--- src/rtl/aurora_pkt_pkg.sv ---
// Aurora packet layout shared by the TX arbiter and its neighbours:
// header field offsets, packet/header types, BS_ID constants and the stamping helper.
package aurora_pkt_pkg;

    localparam int PKT_W          = 256;
    localparam int BS_ID_MSB      = 255;
    localparam int BS_ID_LSB      = 248;
    localparam int FPGA_ID_MSB    = 247;
    localparam int FPGA_ID_LSB    = 240;
    localparam int PCKG_ID_MSB    = 239;
    localparam int PCKG_ID_LSB    = 224;
    localparam int TX_UID_MSB     = 223;
    localparam int TX_UID_LSB     = 216;
    localparam int RX_UID_MSB     = 215;
    localparam int RX_UID_LSB     = 208;
    localparam int VPB_MSB        = 207;
    localparam int VPB_LSB        = 192;
    localparam int MSG_W          = 192;

    localparam logic [7:0] BS_ID_XMULT_0   = 8'h00;
    localparam logic [7:0] BS_ID_XMULT_1   = 8'h01;
    localparam logic [7:0] BS_ID_AURORA_0  = 8'h03;
    localparam logic [7:0] BS_ID_BROADCAST = 8'hFF;

    typedef logic [PKT_W-1:0] aurora_pkt_t;

    typedef struct packed {
        logic [7:0]       bs_id;
        logic [7:0]       fpga_id;
        logic [15:0]      pckg_id;
        logic [7:0]       tx_uid;
        logic [7:0]       rx_uid;
        logic [15:0]      valid_bytes;
        logic [MSG_W-1:0] msgs;
    } aurora_hdr_t;

    typedef enum logic [0:0] {
        ST_IDLE  = 1'b0,
        ST_BURST = 1'b1
    } arb_state_t;

    // Replace only FPGA_ID and PCKG_ID; every other bit travels unchanged.
    function automatic aurora_pkt_t stamp_pkt(input aurora_pkt_t pkt,
                                              input logic [7:0]  fpga_id,
                                              input logic [15:0] pckg_id);
        aurora_hdr_t hdr;
        hdr         = pkt;
        hdr.fpga_id = fpga_id;
        hdr.pckg_id = pckg_id;
        return hdr;
    endfunction

endpackage

--- src/rtl/aurora_tx_arbiter_rr_select.sv ---
// Round-robin search: first set bit of valid at or after ptr, wrapping modulo NUM_REQ.
module rr_select #(
    parameter  int NUM_REQ = 3,
    localparam int IW      = $clog2(NUM_REQ)
) (
    input  logic [NUM_REQ-1:0] valid,
    input  logic [IW-1:0]      ptr,
    output logic [IW-1:0]      idx,
    output logic               found
);

    logic [IW-1:0] cand_s;

    // Walk offsets from farthest to nearest so the nearest hit is the last assignment.
    always_comb begin
        idx    = {IW{1'b0}};
        found  = 1'b0;
        cand_s = {IW{1'b0}};
        for (int k = NUM_REQ - 1; k >= 0; k--) begin
            cand_s = IW'((int'(ptr) + k) % NUM_REQ);
            idx    = valid[cand_s] ? cand_s : idx;
            found  = found | valid[cand_s];
        end
    end

endmodule

--- src/rtl/aurora_tx_arbiter.sv ---
// Round-robin arbiter feeding the 256-bit Aurora TX FIFO; stamps FPGA_ID and PCKG_ID.
// Optional per-requester statistics are enabled with `define AURORA_TX_ARB_STATS_EN.
module aurora_tx_arbiter
    import aurora_pkt_pkg::*;
#(
    parameter  int         NUM_REQ       = 3,
    parameter  int         MAX_BURST     = 4,
    parameter  logic [7:0] LOCAL_FPGA_ID = 8'h00,
    localparam int         IW            = $clog2(NUM_REQ)
) (
    input  logic                      clk_200MHz,
    input  logic                      peripheral_aresetn,
    input  logic [NUM_REQ-1:0]        req_valid,
    input  logic [NUM_REQ-1:0][255:0] req_data,
    output logic [NUM_REQ-1:0]        req_ready,
    output logic [255:0]              din,
    output logic                      wr_en,
    input  logic                      full,
    output logic [IW-1:0]             grant_id,
    output logic [15:0]               pckg_id
`ifdef AURORA_TX_ARB_STATS_EN
    ,
    output logic [NUM_REQ-1:0][31:0]  pkt_count,
    output logic [31:0]               stall_cycles
`endif
);

    arb_state_t    state_r, state_nxt_s;
    logic [IW-1:0] grant_r, grant_nxt_s;
    logic [IW-1:0] rr_ptr_r, rr_ptr_nxt_s;
    logic [3:0]    burst_cnt_r, burst_cnt_nxt_s;
    logic [IW-1:0] sel_idx_s;
    logic          sel_found_s;
    logic          gnt_valid_s;
    logic          accept_s;
    logic [15:0]   pckg_id_r;
    aurora_pkt_t   din_r;
    logic          wr_en_r;

    function automatic logic [IW-1:0] wrap_inc(input logic [IW-1:0] i);
        if (i == IW'(NUM_REQ - 1)) begin
            return {IW{1'b0}};
        end else begin
            return i + IW'(1);
        end
    endfunction

    rr_select #(.NUM_REQ(NUM_REQ)) u_rr_select (
        .valid (req_valid),
        .ptr   (rr_ptr_r),
        .idx   (sel_idx_s),
        .found (sel_found_s)
    );

    assign gnt_valid_s = req_valid[grant_r];
    assign accept_s    = (state_r == ST_BURST) && gnt_valid_s && !full;

    // Only the grant holder sees ready, and only while the FIFO has room.
    always_comb begin
        req_ready = {NUM_REQ{1'b0}};
        if (accept_s) begin
            req_ready[grant_r] = 1'b1;
        end else begin
            req_ready = {NUM_REQ{1'b0}};
        end
    end

    // Next-state logic; a full stall holds grant and burst count without rotating.
    always_comb begin
        state_nxt_s     = state_r;
        grant_nxt_s     = grant_r;
        rr_ptr_nxt_s    = rr_ptr_r;
        burst_cnt_nxt_s = burst_cnt_r;
        case (state_r)
            ST_IDLE: begin
                if (sel_found_s) begin
                    grant_nxt_s     = sel_idx_s;
                    burst_cnt_nxt_s = 4'd0;
                    state_nxt_s     = ST_BURST;
                end else begin
                    state_nxt_s = ST_IDLE;
                end
            end
            ST_BURST: begin
                if (!gnt_valid_s) begin
                    state_nxt_s  = ST_IDLE;
                    rr_ptr_nxt_s = wrap_inc(grant_r);
                end else if (accept_s) begin
                    burst_cnt_nxt_s = burst_cnt_r + 4'd1;
                    if (burst_cnt_r == 4'(MAX_BURST - 1)) begin
                        state_nxt_s  = ST_IDLE;
                        rr_ptr_nxt_s = wrap_inc(grant_r);
                    end else begin
                        state_nxt_s = ST_BURST;
                    end
                end else begin
                    state_nxt_s = ST_BURST;
                end
            end
            default: begin
                state_nxt_s = ST_IDLE;
            end
        endcase
    end

    // FSM and arbitration registers.
    always_ff @(posedge clk_200MHz or negedge peripheral_aresetn) begin
        if (!peripheral_aresetn) begin
            state_r     <= ST_IDLE;
            grant_r     <= {IW{1'b0}};
            rr_ptr_r    <= {IW{1'b0}};
            burst_cnt_r <= 4'd0;
        end else begin
            state_r     <= state_nxt_s;
            grant_r     <= grant_nxt_s;
            rr_ptr_r    <= rr_ptr_nxt_s;
            burst_cnt_r <= burst_cnt_nxt_s;
        end
    end

    // Write path: din holds the last stamped packet between writes.
    always_ff @(posedge clk_200MHz or negedge peripheral_aresetn) begin
        if (!peripheral_aresetn) begin
            din_r     <= {PKT_W{1'b0}};
            wr_en_r   <= 1'b0;
            pckg_id_r <= 16'd0;
        end else begin
            wr_en_r <= accept_s;
            if (accept_s) begin
                din_r     <= stamp_pkt(req_data[grant_r], LOCAL_FPGA_ID, pckg_id_r);
                pckg_id_r <= pckg_id_r + 16'd1;
            end
        end
    end

    assign din      = din_r;
    assign wr_en    = wr_en_r;
    assign grant_id = grant_r;
    assign pckg_id  = pckg_id_r;

`ifdef AURORA_TX_ARB_STATS_EN
    logic [NUM_REQ-1:0][31:0] pkt_cnt_r;
    logic [31:0]              stall_cnt_r;

    // Saturating per-requester accept counters and FIFO-backpressure cycle counter.
    always_ff @(posedge clk_200MHz or negedge peripheral_aresetn) begin
        if (!peripheral_aresetn) begin
            pkt_cnt_r   <= {NUM_REQ{32'd0}};
            stall_cnt_r <= 32'd0;
        end else begin
            for (int i = 0; i < NUM_REQ; i++) begin
                if (accept_s && (grant_r == IW'(i)) && (pkt_cnt_r[i] != 32'hFFFF_FFFF)) begin
                    pkt_cnt_r[i] <= pkt_cnt_r[i] + 32'd1;
                end
            end
            if ((state_r == ST_BURST) && gnt_valid_s && full && (stall_cnt_r != 32'hFFFF_FFFF)) begin
                stall_cnt_r <= stall_cnt_r + 32'd1;
            end
        end
    end

    assign pkt_count    = pkt_cnt_r;
    assign stall_cycles = stall_cnt_r;
`endif

endmodule

--- config.mk ---
export PLATFORM = sky130hd
export DESIGN_NAME = aurora_tx_arbiter
export DESIGN_NICKNAME = d
export VERILOG_FILES = /design/src/rtl/aurora_pkt_pkg.sv /design/src/rtl/aurora_tx_arbiter_rr_select.sv /design/src/rtl/aurora_tx_arbiter.sv
export SDC_FILE = /design/constraint.sdc
export NUM_CORES = 1
export LEC_CHECK = 0
export ABC_CLOCK_PERIOD_IN_PS = 4000
export CAP_MARGIN = 20
export CORE_AREA = 3 3 409 411
export DETAILED_ROUTE_END_ITERATION = 10
export DIE_AREA = 0 0 412 414
export PLACE_DENSITY_LB_ADDON = 0.08
export SLEW_MARGIN = 40
export SYNTH_ARGS = -nofsm -noshare
export SYNTH_HDL_FRONTEND = slang
export SYNTH_SLANG_ARGS = --single-unit
--- constraint.sdc ---
create_clock -name clk_200MHz -period 4 [get_ports clk_200MHz]
set_clock_uncertainty 0.15 [all_clocks]
set_input_delay 0.8 -clock clk_200MHz [delete_from_list [all_inputs] [get_ports clk_200MHz]]
set_output_delay 0.8 -clock clk_200MHz [all_outputs]
set_load 0.03 [all_outputs]
==> flow_summary.html <==
<table>
<tr><th>Metric</th><th>Value</th></tr>
<tr><th colspan="2">Run status</th></tr>
<tr><td>Outcome</td><td>finished, final reports clean</td></tr>
<tr><th colspan="2">Worst setup path</th></tr>
<tr><td>Crit Reg-Reg Startpoint</td><td>grant_id[1]$_DFFE_PN0P_</td></tr>
<tr><td>Peak fanout along the critical path</td><td>76</td></tr>
<tr><td>Category of the critical setup timing path</td><td>flip-flop to output port</td></tr>
<tr><td>Data arrival time of the critical path</td><td>2600 ps</td></tr>
<tr><td>Required @ worst endpoint</td><td>3050 ps</td></tr>
<tr><td>Start point of the critical path</td><td>grant_id[1]$_DFFE_PN0P_</td></tr>
<tr><td>Startpoint types</td><td>flip-flop</td></tr>
<tr><td>Critical path capture point type</td><td>output port</td></tr>
<tr><th colspan="2">Logic synthesis</th></tr>
<tr><td>Area fraction of the dominant cell type after synthesis</td><td>48.40%</td></tr>
<tr><td>Post-Synth Simple-Gate Area</td><td>16.84%</td></tr>
<tr><td>Sequential-to-total area share from yosys stat</td><td>48.40%</td></tr>
<tr><td>Fraction of registers with async set or reset after synthesis</td><td>100.0%</td></tr>
<tr><td>Synth warn</td><td>0</td></tr>
<tr><td>Combined area of all synthesized cells</td><td>14,170 µm²</td></tr>
<tr><td>Synthesized area per cell</td><td>8.849 µm²</td></tr>
<tr><td>Post-synth top area cell</td><td>dfrtp_1</td></tr>
<tr><td>Post-synthesis compound-gate area fraction</td><td>17.18%</td></tr>
<tr><td>Biggest area contributors in the synthesized netlist</td><td>dfrtp_1, mux2i_1, a21oi_1</td></tr>
<tr><td>Most common cell in the synthesized netlist</td><td>nor2_1</td></tr>
<tr><td>Post-synthesis cell count</td><td>1,601</td></tr>
<tr><td>Arithmetic-cell share of the synthesized area counting full adders, half adders and majority gates</td><td>0.5299%</td></tr>
<tr><td>Most instantiated flip-flop cell in the synthesis netlist</td><td>dfrtp_1</td></tr>
<tr><td>Count of different cell masters after synthesis</td><td>45</td></tr>
<tr><td>Number of synthesized flops with an enable pin</td><td>0</td></tr>
<tr><td>Top cells by instance count after synthesis</td><td>nor2_1, a21oi_1, dfrtp_1</td></tr>
<tr><td>Main combinational cell family by area after synthesis</td><td>compound AO/OA/AOI/OAI gates</td></tr>
<tr><td>FF+latch count, synth</td><td>274</td></tr>
<tr><td>Synthesized-area fraction occupied by xor and xnor cells</td><td>0.9273%</td></tr>
<tr><td>Multiplexer fraction of the synthesized cell area</td><td>11.60%</td></tr>
<tr><th colspan="2">Placed design</th></tr>
<tr><td>Gp weighted congestion</td><td>0.8321</td></tr>
<tr><td>Placed wire-length estimate after detailed placement</td><td>77.52 mm</td></tr>
<tr><td>PortBufs</td><td>971</td></tr>
<tr><th colspan="2">Floorplan</th></tr>
<tr><td>Effective utilization at floorplan</td><td>8.616%</td></tr>
<tr><td>Site Rows</td><td>149</td></tr>
<tr><td>Die height</td><td>414 µm</td></tr>
<tr><td>Area of the core</td><td>164,400 µm²</td></tr>
<tr><td>Full die area</td><td>170,600 µm²</td></tr>
<tr><td>Number of primary I/O pins</td><td>1,052</td></tr>
<tr><td>Chip width</td><td>412 µm</td></tr>
<tr><th colspan="2">Drt</th></tr>
<tr><td>Residual antenna-violating net count after detailed routing</td><td>0</td></tr>
<tr><td>Via density</td><td>3.324</td></tr>
<tr><td>Remaining DRCs</td><td>0</td></tr>
<tr><td>Router iterations before antenna repair</td><td>6</td></tr>
<tr><td>Routed len/inst</td><td>20.59 µm</td></tr>
<tr><td>Number of DRC violations after detailed-routing iteration 0</td><td>799</td></tr>
<tr><td>Routed via count</td><td>15,860</td></tr>
<tr><td>Total wirelength of the detailed-routed design</td><td>98.21 mm</td></tr>
<tr><th colspan="2">Layout</th></tr>
<tr><td>Layout Area Growth over Synthesis</td><td>98.84%</td></tr>
<tr><td>Share of post-route cells with drive strength above 1</td><td>5.251%</td></tr>
<tr><td>Net count, final</td><td>3,316</td></tr>
<tr><th colspan="2">GRT</th></tr>
<tr><td>Number of global-route vias before repair</td><td>17,360</td></tr>
<tr><td>First-pass GRT wire length</td><td>135.0 mm</td></tr>
<tr><td>Maximum number of pins on one net before global-route repair</td><td>140</td></tr>
<tr><td>All-Layer GR Usage</td><td>11.04%</td></tr>
<tr><td>Initial antenna violation count</td><td>16</td></tr>
<tr><td>Grt ovf</td><td>0</td></tr>
<tr><th colspan="2">Min path</th></tr>
<tr><td>Hold/Removal Path Class</td><td>flip-flop to flip-flop</td></tr>
<tr><td>Beginning of the worst hold path</td><td>din[225]$_DFFE_PN0P_</td></tr>
<tr><th colspan="2">Timing</th></tr>
<tr><td>Final worst-path cycle share</td><td>88.65%</td></tr>
<tr><td>Final number of max-transition violations</td><td>0</td></tr>
<tr><td>Number of failing hold endpoints at the final stage</td><td>0</td></tr>
<tr><td>Max Clock Freq</td><td>282.0 MHz</td></tr>
<tr><td>Final critical-path required period</td><td>3546 ps</td></tr>
<tr><td>Endpoints failing setup</td><td>0</td></tr>
<tr><td>Worst slew slack as a fraction of its limit</td><td>49.28%</td></tr>
<tr><td>Worst slew pin tran</td><td>760.8 ps</td></tr>
<tr><td>Final sum of negative setup slack</td><td>0 ps</td></tr>
<tr><td>Unrepaired setup endpoints after global routing</td><td>false</td></tr>
<tr><th colspan="2">CTS</th></tr>
<tr><td>CTS tree</td><td>done</td></tr>
<tr><td>Max clock buf depth</td><td>3</td></tr>
<tr><td>Clk sinks</td><td>274</td></tr>
<tr><td>Setup fix buffers added after clock tree synthesis</td><td>0</td></tr>
<tr><td>Clock latency on the worst-skew pair</td><td>580 ps</td></tr>
<tr><td>Register clock-pin slew on the reported worst setup and hold paths</td><td>60 ps</td></tr>
<tr><td>CTS root buf</td><td>clkbuf_16</td></tr>
<tr><td>Number of CTS-inserted buffers</td><td>45</td></tr>
<tr><td>CTS HTree Levels</td><td>2</td></tr>
<tr><th colspan="2">Power and ir drop</th></tr>
<tr><td>Power per unit of standard cell area</td><td>713.7 nW/µm²</td></tr>
<tr><td>Worst vdd rail ir drop</td><td>0.2587 mV</td></tr>
<tr><td>Leak pwr</td><td>10.96 nW</td></tr>
<tr><td>Overall power after layout</td><td>0.02011 W</td></tr>
<tr><th colspan="2">Job</th></tr>
<tr><td>Max Cap Violations</td><td>0</td></tr>
</table>
-- per-stage QoR --
step           utilization, %  cells  cell area (µm²)  setup WS [ps]  hold slack (ps)
2_1_floorplan               -   1608            14190          993.5            354.4
3_3_place_gp            16.16   4675            26570          436.3            309.7
3_5_place_dp            16.17   4676            26590          436.4            308.9
4_1_cts                 17.10   4759            28110          284.6            321.4
5_1_grt                 17.12   4766            28160          285.8            342.1
6_report                17.13   4771            28170          454.1            313.4
-- placed cells by master (no fill, tap or decap), types with 6 or more instances in the layout --
master / instances
conb_1: 8
dfrtp_1: 272
nor3_1: 21
nand3_1: 9
clkbuf_1: 12
clkinv_2: 7
nand2_1: 245
clkdlybuf4s50_1: 967
nor2_1: 301
diode_2: 11
buf_12: 12
a21oi_1: 282
mux2i_1: 162
clkbuf_8: 12
ha_1: 6
buf_4: 35
xnor2_1: 13
a31oi_1: 20
clkbuf_16: 46
a222oi_1: 74
-- path summary, 6_finish.rpt --
check                                        to  slack [ps]  cells after the start
min in group asynchronous   din[98]$_DFFE_PN0P_         510                      2
min                        din[225]$_DFFE_PN0P_         310                      2
min reg2reg                din[225]$_DFFE_PN0P_         310                      2
max reg2reg                din[200]$_DFFE_PN0P_        1140                      8
max                                 grant_id[1]         450                      2
max in group asynchronous  din[194]$_DFFE_PN0P_        2190                      4
-- kinds of logic after synthesis --
family          count (synthesis)
fa+ha+maj                       6
other cells                     1
simple gates                  603
buf+inv                       143
flops                         274
mux                           164
xor+xnor                       15
compound gates                395
-- routing by layer --
layer | part of all wire [%] | track usage [%] | vias up
li1 | - | - | 7519
met1 | 37 | 11.80 | 7585
met2 | 51 | 19.80 | 638
met3 | 9.0 | 4.125 | 112
met4 | 3.1 | 3.714 | 6
met5 | 0.033 | 0 | -
-- where the power goes --
group | internal, W | switching [W] | total [W]
registers | 0.00400 | 0.000821 | 0.00483
logic | 0.00445 | 0.00674 | 0.0112
clock network | 0.00252 | 0.00157 | 0.00409
total | 0.0110 | 0.00913 | 0.0201
-- critical path, cell delays in order, from the launching register on --
cell	delay, ps
dfrtp_4	740
buf_12	420
clkdlybuf4s50_1	780
-- layout make-up --
cell class              count  area (µm²)
diodes                     11       27.53
clock buffers              70        1361
clock inverters            12       150.1
fillers                 18450      136300
inverters                   6       30.03
multi-input cells        1191        6736
flip-flops and latches    274        6864
well taps                2189        2739
repair buffers           1018       10260
-- what timing repair did --
action	in CTS	in global routing
gates resized for setup	0	0
hold buffers	1	0
endpoints found under the hold margin	33	0
-- flip-flops by register name, indices dropped and copies added, names as in the netlist --
signal / flops
din: 248
pckg_id: 16
burst_cnt_r: 4
grant_id: 2
rr_ptr_r: 2
state_r: 1
wr_en: 1
Power figures use the tool's default switching activity.
==> variant: new RTL, same settings <==
The option `AURORA_TX_ARB_STATS_EN` is turned on by a define.
--- a/src/rtl/aurora_tx_arbiter.sv
+++ b/src/rtl/aurora_tx_arbiter.sv
@@ -1,5 +1,7 @@
 // Round-robin arbiter feeding the 256-bit Aurora TX FIFO; stamps FPGA_ID and PCKG_ID.
 // Optional per-requester statistics are enabled with `define AURORA_TX_ARB_STATS_EN.
+`define AURORA_TX_ARB_STATS_EN
+
 module aurora_tx_arbiter
     import aurora_pkt_pkg::*;
 #(
New outputs: pkt_count and stall_cycles. Check against the original RTL: not settled (the Yosys comparison gave no result); the edit may change what the design does.
==> variant against the original RTL <==
The flow now finishes with violations (DRC). Via count up 32%. Wire length grew 32%. Synthesized area up 44%. Synthesized cell count up 35%. Sequential cell count rose by 128. Worst setup slack gained 85 ps. Total power is 15% higher. Design area is 28% higher. Highest routed layer unchanged.
==> variant: results (changes against the original RTL) <==
leak pwr - 14.73 nW (was 10.96 nW)
Commonest cells post-synth - dfrtp_1, nor2_1, a21oi_1, nand2_1, mux2i_1 (was nor2_1, a21oi_1, dfrtp_1, nand2_1, mux2i_1)
total track usage - 14.62% (was 11.04%)
largest net degree at the start of global routing - 125 (was 140)
Post-DP HPWL - 102,800 um (was 77,520 um)
Synth Area per Inst - 9.396 um^2 (was 8.849 um^2)
first-pass GRT wire length - 177,800 um (was 135,000 um)
post-synthesis sequential area ratio - 49.43% (was 48.40%)
Worst slew margin - 43.52% (was 49.28%)
CP peak stage delay - 690 ps (was 780 ps)
VDD IR max - 387.6 uV (was 258.7 uV)
crit path max fanout - 11 (was 76)
DP Cell Count - 5,384 (was 4,676)
# port buffers - 1,099 (was 971)
fill cell total of the finished layout - 18,210 (was 18,450)
DP Worst Slack - 501.6 ps (was 436.4 ps)
failing checks - DRC
gpl congestion - 0.8333 (was 0.8321)
status - complete, but fails checks (was complete, no violations)
CP arrival - 2510 ps (was 2600 ps)
clk slew on worst S/H paths - 50 ps
initial antenna violation count - 43 (was 16)
Final #Nets - 4,040 (was 3,316)
largest cells by area after synthesis - dfrtp_1, mux2i_1, a21oi_1 (unchanged)
vias in the first global route - 21,550 (was 17,360)
drt pass-1 iters - 11 (was 6)
Clk Latency, worst-skew pair - 640 ps (was 580 ps)
Detailed Route WL - 129,700 um (was 98,210 um)
ys async rst share - 100.0% (unchanged)
layout cell share with drive strength beyond 1 - 5.996% (was 5.251%)
1st-iter DRT viols - 1,387 (was 799)
DRC viols - 2 (was 0)
Distinct cells, synth - 69 (was 45)
cts bufs inserted - 58 (was 45)
[variant: worst paths after layout]
| check | startpoint | to | slack (ps) | cells past startpoint |
|---|---|---|---|---|
| min | din[233]$_DFFE_PN0P_ | din[233]$_DFFE_PN0P_ | 320 | 2 |
| max reg2reg | grant_id[1]$_DFFE_PN0P_ | din[199]$_DFFE_PN0P_ | 1180 | 7 |
| max | req_valid[1] | req_ready[1] | 540 | 4 |
| min in group asynchronous | peripheral_aresetn | din[112]$_DFFE_PN0P_ | 550 | 2 |
| max in group asynchronous | peripheral_aresetn | pkt_count[4]$_DFFE_PN0P_ | 2290 | 3 |
| min reg2reg | din[233]$_DFFE_PN0P_ | din[233]$_DFFE_PN0P_ | 320 | 2 |
[variant: where the power goes]
group	leakage, nW	internal [mW]	switching [mW]	total [mW]
logic	8.77	4.58	6.92	11.5
registers	5.01	5.37	0.954	6.33
clock network	0.948	3.19	2.13	5.32
total	14.7	13.1	10.0	23.1
[variant: critical path: cells and delay by family]
| kind | cells | cell delay (ps) |
|---|---|---|
| simple gates | 1 | 350 |
| buf+inv | 3 | 1350 |
[variant: area by class of cell]
class	instances	area share, %
repair buffers	1167	32.26
flip-flops and latches	402	27.82
multi-input cells	1606	26.74
well taps	2189	7.569
clock buffers	91	4.768
clock inverters	15	0.5360
inverters	21	0.2386
diodes	10	0.06916
[variant: logic make-up (layout without fill, tap and decap cells)]
kind of cell	Yosys count	count (layout)	share of synthesized area, %
AO/OA/AOI/OAI	427	427	13.16
XOR/XNOR	129	129	5.589
adder cells (fa/ha/maj)	10	10	0.6148
buffers and inverters	165	1294	3.314
flip-flops	402	402	49.43
multiplexers	179	179	8.847
other	1	18	0.01843
AND/OR/NAND/NOR	853	853	19.03
[variant: stage by stage]
stage / hold slack, ps / area (um^2) / utilization [%]
final: 316.1 / 36180 / 22.01
after global placement: 301.3 / 34220 / 20.81
after floorplan: 318.7 / 20380 / -
after global routing: 332.8 / 36180 / 22.00
after CTS: 322.5 / 36150 / 21.99
after detailed placement: 309.5 / 34220 / 20.81
[variant: timing repair]
item	CTS	global route
endpoints found under the hold margin	39	0
setup buffers	0	0
hold buffers	1	0
[variant: layer usage]
| metal | up-vias | share of wire, % | GRT usage (%) |
|---|---|---|---|
| met1 | 10050 | 41 | 17.68 |
| met3 | 155 | 8.7 | 5.270 |
| li1 | 9911 | - | - |
| met5 | - | 0.15 | 0 |
| met4 | 30 | 2.3 | 3.708 |
| met2 | 744 | 48 | 24.46 |
